## src/rtl/kbd_autotype_arbiter.sv

```systemverilog
// Arbitrates the keyboard matrix between live PS/2 keys and a FIFO of autotype entries.
// Each entry replays as an optional SHIFT lead, a key hold and a release gap. Outputs are active-high.
module kbd_autotype_arbiter #(
    parameter int unsigned DEPTH       = 16,
    parameter int unsigned CNT_W       = 20,
    parameter int unsigned HOLD_CYCLES = 400000,
    parameter int unsigned GAP_CYCLES  = 400000,
    parameter int unsigned LEAD_CYCLES = 100000
) (
    input  logic        clk,
    input  logic        reset_n,
    input  logic [11:0] live_KA,
    input  logic [6:0]  live_KD,
    input  logic        at_wr,
    input  logic [7:0]  at_data,
    input  logic        at_flush,
    output logic [11:0] KA,
    output logic [6:0]  KD,
    output logic        at_full,
    output logic        at_empty,
    output logic        busy,
    output logic        overflow
);

    localparam int unsigned AW     = $clog2(DEPTH);
    localparam int unsigned PW     = AW + 1;
    localparam int unsigned HOLD_N = (HOLD_CYCLES == 0) ? 1 : HOLD_CYCLES;
    localparam int unsigned GAP_N  = (GAP_CYCLES == 0) ? 1 : GAP_CYCLES;
    localparam int unsigned LEAD_N = (LEAD_CYCLES == 0) ? 1 : LEAD_CYCLES;

    localparam logic [CNT_W-1:0] HOLD_LOAD = CNT_W'(HOLD_N - 1);
    localparam logic [CNT_W-1:0] GAP_LOAD  = CNT_W'(GAP_N - 1);
    localparam logic [CNT_W-1:0] LEAD_LOAD = CNT_W'(LEAD_N - 1);

    typedef enum logic [1:0] {
        IDLE = 2'd0,
        LEAD = 2'd1,
        HOLD = 2'd2,
        GAP  = 2'd3
    } state_t;

    state_t           state;
    logic [CNT_W-1:0] cnt;
    logic [3:0]       cur_row;
    logic [2:0]       cur_col;
    logic             cur_shift;

    logic [7:0]       mem [DEPTH];
    logic [PW-1:0]    wr_ptr;
    logic [PW-1:0]    rd_ptr;
    logic [PW-1:0]    wr_ptr_n;
    logic [PW-1:0]    rd_ptr_n;

    logic             pop_c;
    logic             push_c;
    logic             drop_c;
    logic [7:0]       head_c;
    logic [3:0]       head_row_c;
    logic [2:0]       head_col_c;
    logic             head_shift_c;
    logic             head_valid_c;
    logic [11:0]      hold_ka_c;
    logic [6:0]       hold_kd_c;

    // Live keys have priority: an entry only starts from IDLE with the live matrix fully released.
    assign pop_c  = (state == IDLE) && !at_empty && !at_flush
                    && (live_KA == '0) && (live_KD == '0);
    assign push_c = at_wr && !at_flush && (!at_full || pop_c);
    assign drop_c = at_wr && !at_flush && at_full && !pop_c;

    assign head_c       = mem[rd_ptr[AW-1:0]];
    assign head_row_c   = head_c[3:0];
    assign head_col_c   = head_c[6:4];
    assign head_shift_c = head_c[7];
    assign head_valid_c = (head_row_c <= 4'd11) && (head_col_c != 3'd7);

    assign hold_ka_c = (12'(1) << cur_row) | {11'b0, cur_shift};
    assign hold_kd_c = (7'(1) << cur_col) | {cur_shift, 6'b0};

    // Next FIFO pointers; a flush rewinds both to zero.
    always_comb begin
        wr_ptr_n = wr_ptr;
        rd_ptr_n = rd_ptr;
        if (at_flush) begin
            wr_ptr_n = '0;
            rd_ptr_n = '0;
        end else begin
            if (push_c) wr_ptr_n = wr_ptr + PW'(1);
            if (pop_c)  rd_ptr_n = rd_ptr + PW'(1);
        end
    end

    always_ff @(posedge clk or negedge reset_n) begin
        if (!reset_n) begin
            wr_ptr   <= '0;
            rd_ptr   <= '0;
            at_full  <= 1'b0;
            at_empty <= 1'b1;
            overflow <= 1'b0;
        end else begin
            wr_ptr   <= wr_ptr_n;
            rd_ptr   <= rd_ptr_n;
            at_empty <= (wr_ptr_n == rd_ptr_n);
            at_full  <= (wr_ptr_n[AW-1:0] == rd_ptr_n[AW-1:0])
                        && (wr_ptr_n[AW] != rd_ptr_n[AW]);
            if (at_flush)    overflow <= 1'b0;
            else if (drop_c) overflow <= 1'b1;
        end
    end

    always_ff @(posedge clk) begin
        if (push_c) mem[wr_ptr[AW-1:0]] <= at_data;
    end

    // Replay sequencer; KA/KD reflect the state held during the previous cycle.
    always_ff @(posedge clk or negedge reset_n) begin
        if (!reset_n) begin
            state     <= IDLE;
            cnt       <= '0;
            cur_row   <= '0;
            cur_col   <= '0;
            cur_shift <= 1'b0;
            KA        <= '0;
            KD        <= '0;
            busy      <= 1'b0;
        end else begin
            case (state)
                IDLE: begin
                    KA <= live_KA;
                    KD <= live_KD;
                    if (pop_c && head_valid_c) begin
                        cur_row   <= head_row_c;
                        cur_col   <= head_col_c;
                        cur_shift <= head_shift_c;
                        busy      <= 1'b1;
                        if (head_shift_c) begin
                            state <= LEAD;
                            cnt   <= LEAD_LOAD;
                        end else begin
                            state <= HOLD;
                            cnt   <= HOLD_LOAD;
                        end
                    end
                end
                LEAD: begin
                    KA <= 12'h001;
                    KD <= 7'h40;
                    if (at_flush) begin
                        state <= GAP;
                        cnt   <= GAP_LOAD;
                    end else if (cnt == '0) begin
                        state <= HOLD;
                        cnt   <= HOLD_LOAD;
                    end else begin
                        cnt <= cnt - CNT_W'(1);
                    end
                end
                HOLD: begin
                    KA <= hold_ka_c;
                    KD <= hold_kd_c;
                    if (at_flush || (cnt == '0)) begin
                        state <= GAP;
                        cnt   <= GAP_LOAD;
                    end else begin
                        cnt <= cnt - CNT_W'(1);
                    end
                end
                GAP: begin
                    KA <= '0;
                    KD <= '0;
                    if (cnt == '0) begin
                        state <= IDLE;
                        busy  <= 1'b0;
                    end else begin
                        cnt <= cnt - CNT_W'(1);
                    end
                end
                default: begin
                    state <= IDLE;
                    busy  <= 1'b0;
                end
            endcase
        end
    end

endmodule

```

## config.mk

```make
export PLATFORM = sky130hd
export DESIGN_NAME = kbd_autotype_arbiter
export DESIGN_NICKNAME = d
export VERILOG_FILES = /design/src/rtl/kbd_autotype_arbiter.sv
export SDC_FILE = /design/constraint.sdc
export NUM_CORES = 1
export LEC_CHECK = 0
export CORE_AREA = 2 2 107 212
export CTS_BUF_LIST = sky130_fd_sc_hd__clkbuf_8
export DETAILED_ROUTE_END_ITERATION = 8
export DIE_AREA = 0 0 109 214
export MAX_ROUTING_LAYER = met4
export PLACE_DENSITY_LB_ADDON = 0.2
export SYNTH_ARGS = -nofsm -noshare
export SYNTH_HDL_FRONTEND = slang
export SYNTH_SLANG_ARGS = --single-unit
```

## constraint.sdc

```tcl
create_clock -name clk -period 2.65 [get_ports clk]
set_input_delay 0.265 -clock clk [delete_from_list [all_inputs] [get_ports clk]]
set_output_delay 0.265 -clock clk [all_outputs]
set_load 0.01 [all_outputs]
```

Word level (Yosys, flattened, before mapping)
Memories as Yosys holds them, arrays and structs flattened. Index checks and enable logic that the tools add are counted.

Add/sub/neg operators: 3. $lt $le $gt $ge: 1. Eq/ne operators: 12. Shifts and indexed selects: 2. Muxes and demuxes: 27. Bitwise logic cells: 2. Reductions and logical operators: 27.

Operators by type and width (count): $mux W20 (5); $pmux W20 S4 (1); $pmux W12 S4 (1); $pmux W7 S4 (1); $logic_not A20 Y1 (1); $mux W5 (4); $sub A20 B1 Y20 const B (1); $mux W19 (1); $logic_not A12 Y1 (1); $mux W2 (6); $or A12 B1 Y12 (1); $shl A1 B4 Y12 const A (1); $logic_and A1 B1 Y1 (11); $add A5 B1 Y5 const B (2); $pmux W2 S4 (1); $logic_not A7 Y1 (1); $or A7 B7 Y7 (1); $shl A1 B3 Y7 const A (1); $mux W1 (6); $ne A2 B2 Y1 const B (3); $ne A3 B3 Y1 const B (2); $eq A5 B5 Y1 (1); $eq A2 B2 Y1 const B (2); $eq A4 B4 Y1 (1); other kinds (12) (18).

Bits in registers: 63. RAM bits: 128. Bits of input ports: 31. Output and inout bits: 23. Logic and storage cells: 88. Memories kept: 1.

Memory list: mem (depth 16, width 8, rd ports 1, clocked after memory_dff 0, write ports 1, line 48) `logic [7:0] mem [DEPTH];`.

Logic depth before layout (Yosys ltp)
Depth after elaboration: 11. Mapped depth: 10.

Worst setup path after synthesis
Ideal clock, no wire load.

Kind: reg2reg. Start: register state[0]. End: register at_full. Setup time: 0.105 ns. Arrival: 2.632 ns. Data required time: 2.545 ns. Setup slack: -0.087 ns. Cell stages (with the launch flop): 10. Period minus slack after synthesis: 2.737 ns. Path through: dfrtp_1 -> inv_1 -> ha_1 -> nor4b_1 -> and4_1 -> a31oi_1 -> nor3_1 -> xnor2_1 -> xor2_1 -> nor4b_1.

Word-level cells in the longest chain between the ends: 11. Elaborated cells between the ends (all ways): 14. Classes of those cells: eq/ne (2); mux (4); reduce/logical (8).

Ends and longest elaborated chain: start, declared (line 42) `state_t state;`; start signal, assigned (line 118) `state <= IDLE;`; start signal, assigned (line 137) `state <= LEAD;`; start signal, assigned (line 140) `state <= HOLD;`; $logic_not A2 Y1 (*) (line 66) `assign pop_c = (state == IDLE) && !at_empty && !at_flush`; $logic_and A1 B1 Y1 (*) (2 in series) (line 66); $logic_and A1 B1 Y1 (*) (2 in series) (line 67) `&& (live_KA == '0) && (live_KD == '0);`; $logic_or A1 B1 Y1 (line 68) `assign push_c = at_wr && !at_flush && (!at_full || pop_c);`; $logic_and A1 B1 Y1 (line 68); $mux W5 (line 88) `if (push_c) wr_ptr_n = wr_ptr + PW'(1);`; $mux W5 (line 84) `if (at_flush) begin`; $eq A4 B4 Y1 / $ne A1 B1 Y1 (equally long branches) (line 104, 105); $logic_and A1 B1 Y1 (*) (line 105) `&& (wr_ptr_n[AW] != rd_ptr_n[AW]);`; end signal, assigned (line 104) `at_full <= (wr_ptr_n[AW-1:0] == rd_ptr_n[AW-1:0])`; end, declared (line 19) `output logic at_full,`.

Mark *: on every way between the ends. The rest lies on a longest branch, timed or not. A chain may end at the register's enable or synchronous reset.

Final worst setup path
Start: register cnt[11]. End: register cnt[6].

Word-level cells in the longest chain between the ends: 4. Elaborated cells between the ends (all ways): 8. Classes of those cells: eq/ne (1); mux (4); reduce/logical (3).

Ends and longest elaborated chain: start, declared (line 43) `logic [CNT_W-1:0] cnt;`; start signal, assigned (line 155) `cnt <= cnt - CNT_W'(1);`; start signal, assigned (line 165) `cnt <= cnt - CNT_W'(1);`; start signal, assigned (line 175) `cnt <= cnt - CNT_W'(1);`; $logic_not A20 Y1 (*) (line 151, 161, 171); $mux W20 / $logic_or A1 B1 Y1 (equally long branches) (line 151, 161); $mux W20 (on tied branches) (line 148, 161); $pmux W20 S4 (line 127) `case (state)`.

Marks and branches as above.

==> reports/results.txt <==
The xor and xnor area share after synthesis is 1.024%, and the maximum clock skew at final layout is 19.98 ps. The filler cells instantiated in the layout total 1,840. The maximum vdd drop came out at 0.4316 mV. Detailed placement ended at an HPWL of 15,710 um. The tool flagged a number of max-cap violations equal to 0. The run gives 0 as the number of synthesis warnings. For this design the top-level I/O count stands at 54. Power per cell area: 744.8 nW/um^2.

For the number of hold violations in the final report, the log shows 0. After synthesis, the cell types taking the most area are sky130_fd_sc_hd__edfxtp_1, sky130_fd_sc_hd__dfrtp_1, sky130_fd_sc_hd__mux4_2, sky130_fd_sc_hd__nor2_1, sky130_fd_sc_hd__ha_1. Global routing used 19.86% of the available tracks across all layers. The path type of the worst min-delay path is in2async. Total power for the finished layout comes to 8002 uW. Derived from the worst setup path, the maximum achievable clock frequency is 0.3875 GHz. The pre-antenna-repair detailed-routing pass consisted of 4 iterations. The height of the die is 214 um. For this block, the routed nets add up to 21,550 um of wire.

The synthesized design contains 128 enable-type register cells. The run finished with clean final reports. The final core utilization was 49.77%; the pin slew with the least headroom to its limit was 630.0 ps. For the via count of the first global-routing pass, the log shows 6,011. The number of antenna violations at the first check in global routing was 0.

The post-route netlist has 28.05% of its cells at a drive strength greater than 1. The logs give 21,590 um^2 for the placeable core area and 57.87% for the worst slew margin relative to its limit. 0 antenna diodes ended up in the layout.

The floorplan step defined a die boundary enclosing 23,330 um^2. In the final layout, the multi-input gates occupy 3064 um^2. The number of cells on the worst reg-to-reg path is 8.

After detailed routing, the average wire length per cell comes to 21.31 um. The cell area after layout came out at 10,740 um^2. In this run, CTS created clock tree buffers numbering 17. The biggest fanout along the worst timing path was 9.

The area overhead of the layout relative to synthesis was 25.60%; the final RePlAce weighted congestion was 0.8819. In this run the horizontal extent of the chip is 109 um. Data on the critical path arrives at its endpoint at 2970 ps.

For this block, the initial DRC count from the detailed router was 285. The first global-routing pass estimated 32,930 um of wire. Summing the areas of all compound-gate instances in the mapped netlist gives 9.566% of the synthesized area. STA classifies the critical path endpoint as a register. The clock-pin slew on the worst setup and hold paths is 110 ps, and the clock period minus final worst setup slack is 2581 ps. Area of the mapped netlist: 8554 um^2. At the worst endpoint, the required time is 3040 ps. The logs give 0.003926 uW for the leakage power summed over all cells and 76 for the number of rows in the core area. In this run the biggest area consumer among cell types represents 44.93% of the synthesized area. Summing all placed instances gives a cell area of 10,110 um^2. After detailed routing, the number of vias per cell comes to 5.500.

CTS saw 191 sinks. Number of H-tree levels: 4. After synthesis, the largest family of logic cells by area is multiplexers.

The run gives 0 as the total global routing overflow. For the layout net count, the log shows 769. The logs give 0 for the DRC violation count after routing and 0 for the remaining antenna violation count. In the final layout, flip-flops and latches occupy 5423 um^2.

The clock root buffer was sky130_fd_sc_hd__clkbuf_8. Adder and majority gate portion of the synthesized area: 1.755%. STA classifies the critical path startpoint as a register. The clock passes through at most 2 buffers.

Summed over all instances, the cell type with the most area after synthesis is sky130_fd_sc_hd__edfxtp_1. Counting every instance in the synthesized netlist gives 592. TritonCTS built the clock tree. The most instantiated library cell after synthesis is sky130_fd_sc_hd__edfxtp_1.

For this run, the leading register cell type out of synthesis is sky130_fd_sc_hd__edfxtp_1. The mux contribution to synthesized area works out to 10.94%. Buffers placed on the I/O ports in this run total 53. Of the total synthesized cell area, the portion taken by AND, OR, NAND and NOR gates is 10.65%. The final count of pins violating max slew is 0, and the count of distinct cell types in the synthesized netlist is 69. Kind of critical path: reg2reg.

In the synthesized netlist the async set-or-reset flop fraction comes to 32.98%. The number of nets in the synthesized netlist is 635. For the setup slack of the worst register-to-register path, the log shows 70 ps.

The commonest cells after synthesis are sky130_fd_sc_hd__edfxtp_1, sky130_fd_sc_hd__dfrtp_1, sky130_fd_sc_hd__nor2_1. The final route contains 5,561 vias. At the later pin of the worst-skew pair, clock insertion delay measures 490 ps.

Setup violations remaining at the end of the flow were counted as 0. In this run, synthesis produced a sequential element count of 191. In this run the mean area of a mapped cell was 14.45 um^2. The tools report the sequential fraction of the synthesis area as 63.38%. The initial utilization of the core area, before any placement, comes to 39.63%. After layout, the worst path uses 97.39% of the clock period.

Entering global routing, the biggest net connects 64 pins.
path summary, 6_finish.rpt:
path	start	endpoint
worst max-delay path	cnt[11]	cnt[6]
worst min-delay path	reset_n	KD[1]
worst max register to register	cnt[11]	cnt[6]
worst min register to register	cnt[8]	cnt[8]
max in group asynchronous	reset_n	rd_ptr[0]
min in group clk	live_KA[10]	KA[10]
routing by layer:
layer	part of all wire [%]	track usage, %
met3	3.8	4.047
met4	5.3	11.58
met1	34	18.64
met2	57	35.86
met5	0	-
cell type report:
cell class | instances | share of cell area [%]
repair buffers | 141 | 13.44
clock buffers | 17 | 2.178
well taps | 273 | 3.179
multi-input cells | 356 | 28.52
flip-flops and latches | 191 | 50.47
inverters | 19 | 0.6638
clock inverters | 14 | 1.549
cell families after synthesis:
group / Yosys count
AOI/OAI and AO/OA: 110
xor gates and xnor gates: 10
adders and majority gates: 12
buffers and inverters: 47
DFF: 191
muxes: 52
and+or+nand+nor: 170
cell usage in the layout (no fill, tap or decap), types with 10 or more instances in the layout:
cell type | Yosys | routed
sky130_fd_sc_hd__clkdlybuf4s50_1 | 0 | 52
sky130_fd_sc_hd__buf_4 | 1 | 67
sky130_fd_sc_hd__inv_1 | 19 | 22
sky130_fd_sc_hd__o21ai_0 | 20 | 17
sky130_fd_sc_hd__nor2b_1 | 11 | 11
sky130_fd_sc_hd__dfrtp_1 | 62 | 61
sky130_fd_sc_hd__and2_1 | 15 | 15
sky130_fd_sc_hd__nor2_1 | 47 | 46
sky130_fd_sc_hd__nor3_1 | 12 | 10
sky130_fd_sc_hd__ha_1 | 12 | 11
sky130_fd_sc_hd__buf_12 | 1 | 19
sky130_fd_sc_hd__mux4_2 | 32 | 32
sky130_fd_sc_hd__nand2_1 | 30 | 29
sky130_fd_sc_hd__a21oi_1 | 12 | 11
sky130_fd_sc_hd__o31ai_1 | 15 | 13
sky130_fd_sc_hd__edfxtp_1 | 128 | 128
sky130_fd_sc_hd__clkbuf_8 | 0 | 17
critical path: stages, from the launching register on:
cell and delay [ps]:
sky130_fd_sc_hd__dfrtp_1 390, sky130_fd_sc_hd__or3_4 410, sky130_fd_sc_hd__or3_4 360, sky130_fd_sc_hd__or4_4 580, sky130_fd_sc_hd__a21oi_2 180, sky130_fd_sc_hd__or2_4 150, sky130_fd_sc_hd__buf_12 120, sky130_fd_sc_hd__a21oi_2 40
sky130_fd_sc_hd__o32ai_2 240
per-stage QoR:
stage	std cells	setup slack, ps	hold WS, ps	TNS, ps
after CTS	1005	3.614	304.6	0
after floorplan	592	87.14	-30.59	0
final	1011	69.07	325.4	0
after global placement	972	-114.4	300.1	-4269
after detailed placement	972	-122.8	307.9	-5247
after global routing	1011	-21.88	329.6	-50.09
report_power, final:
group          total [uW]  switching [uW]  leakage, uW  internal (uW)
combinational        2440            1330      0.00176           1110
clock                1960            1030     0.000206            929
sequential           3600             156      0.00196           3440
what timing repair did:
item                       CTS  global route
hold buffers                 1             0
gates cloned                 1             2
pin swaps                    1             3
buffers inserted             0             4
resized for setup            5            28
setup endpoints to repair   10           119
hold endpoints to repair    62             0
sequential cells by signal, indices dropped and copies added, names as in the netlist, 2 cells and up:
name and cells:
wr_ptr 5, state 2, rd_ptr 5, mem 128, cur_col 3, KA 12, cur_row 4, KD 7
cnt 20
Note: power is estimated with default switching activity, not from simulation.
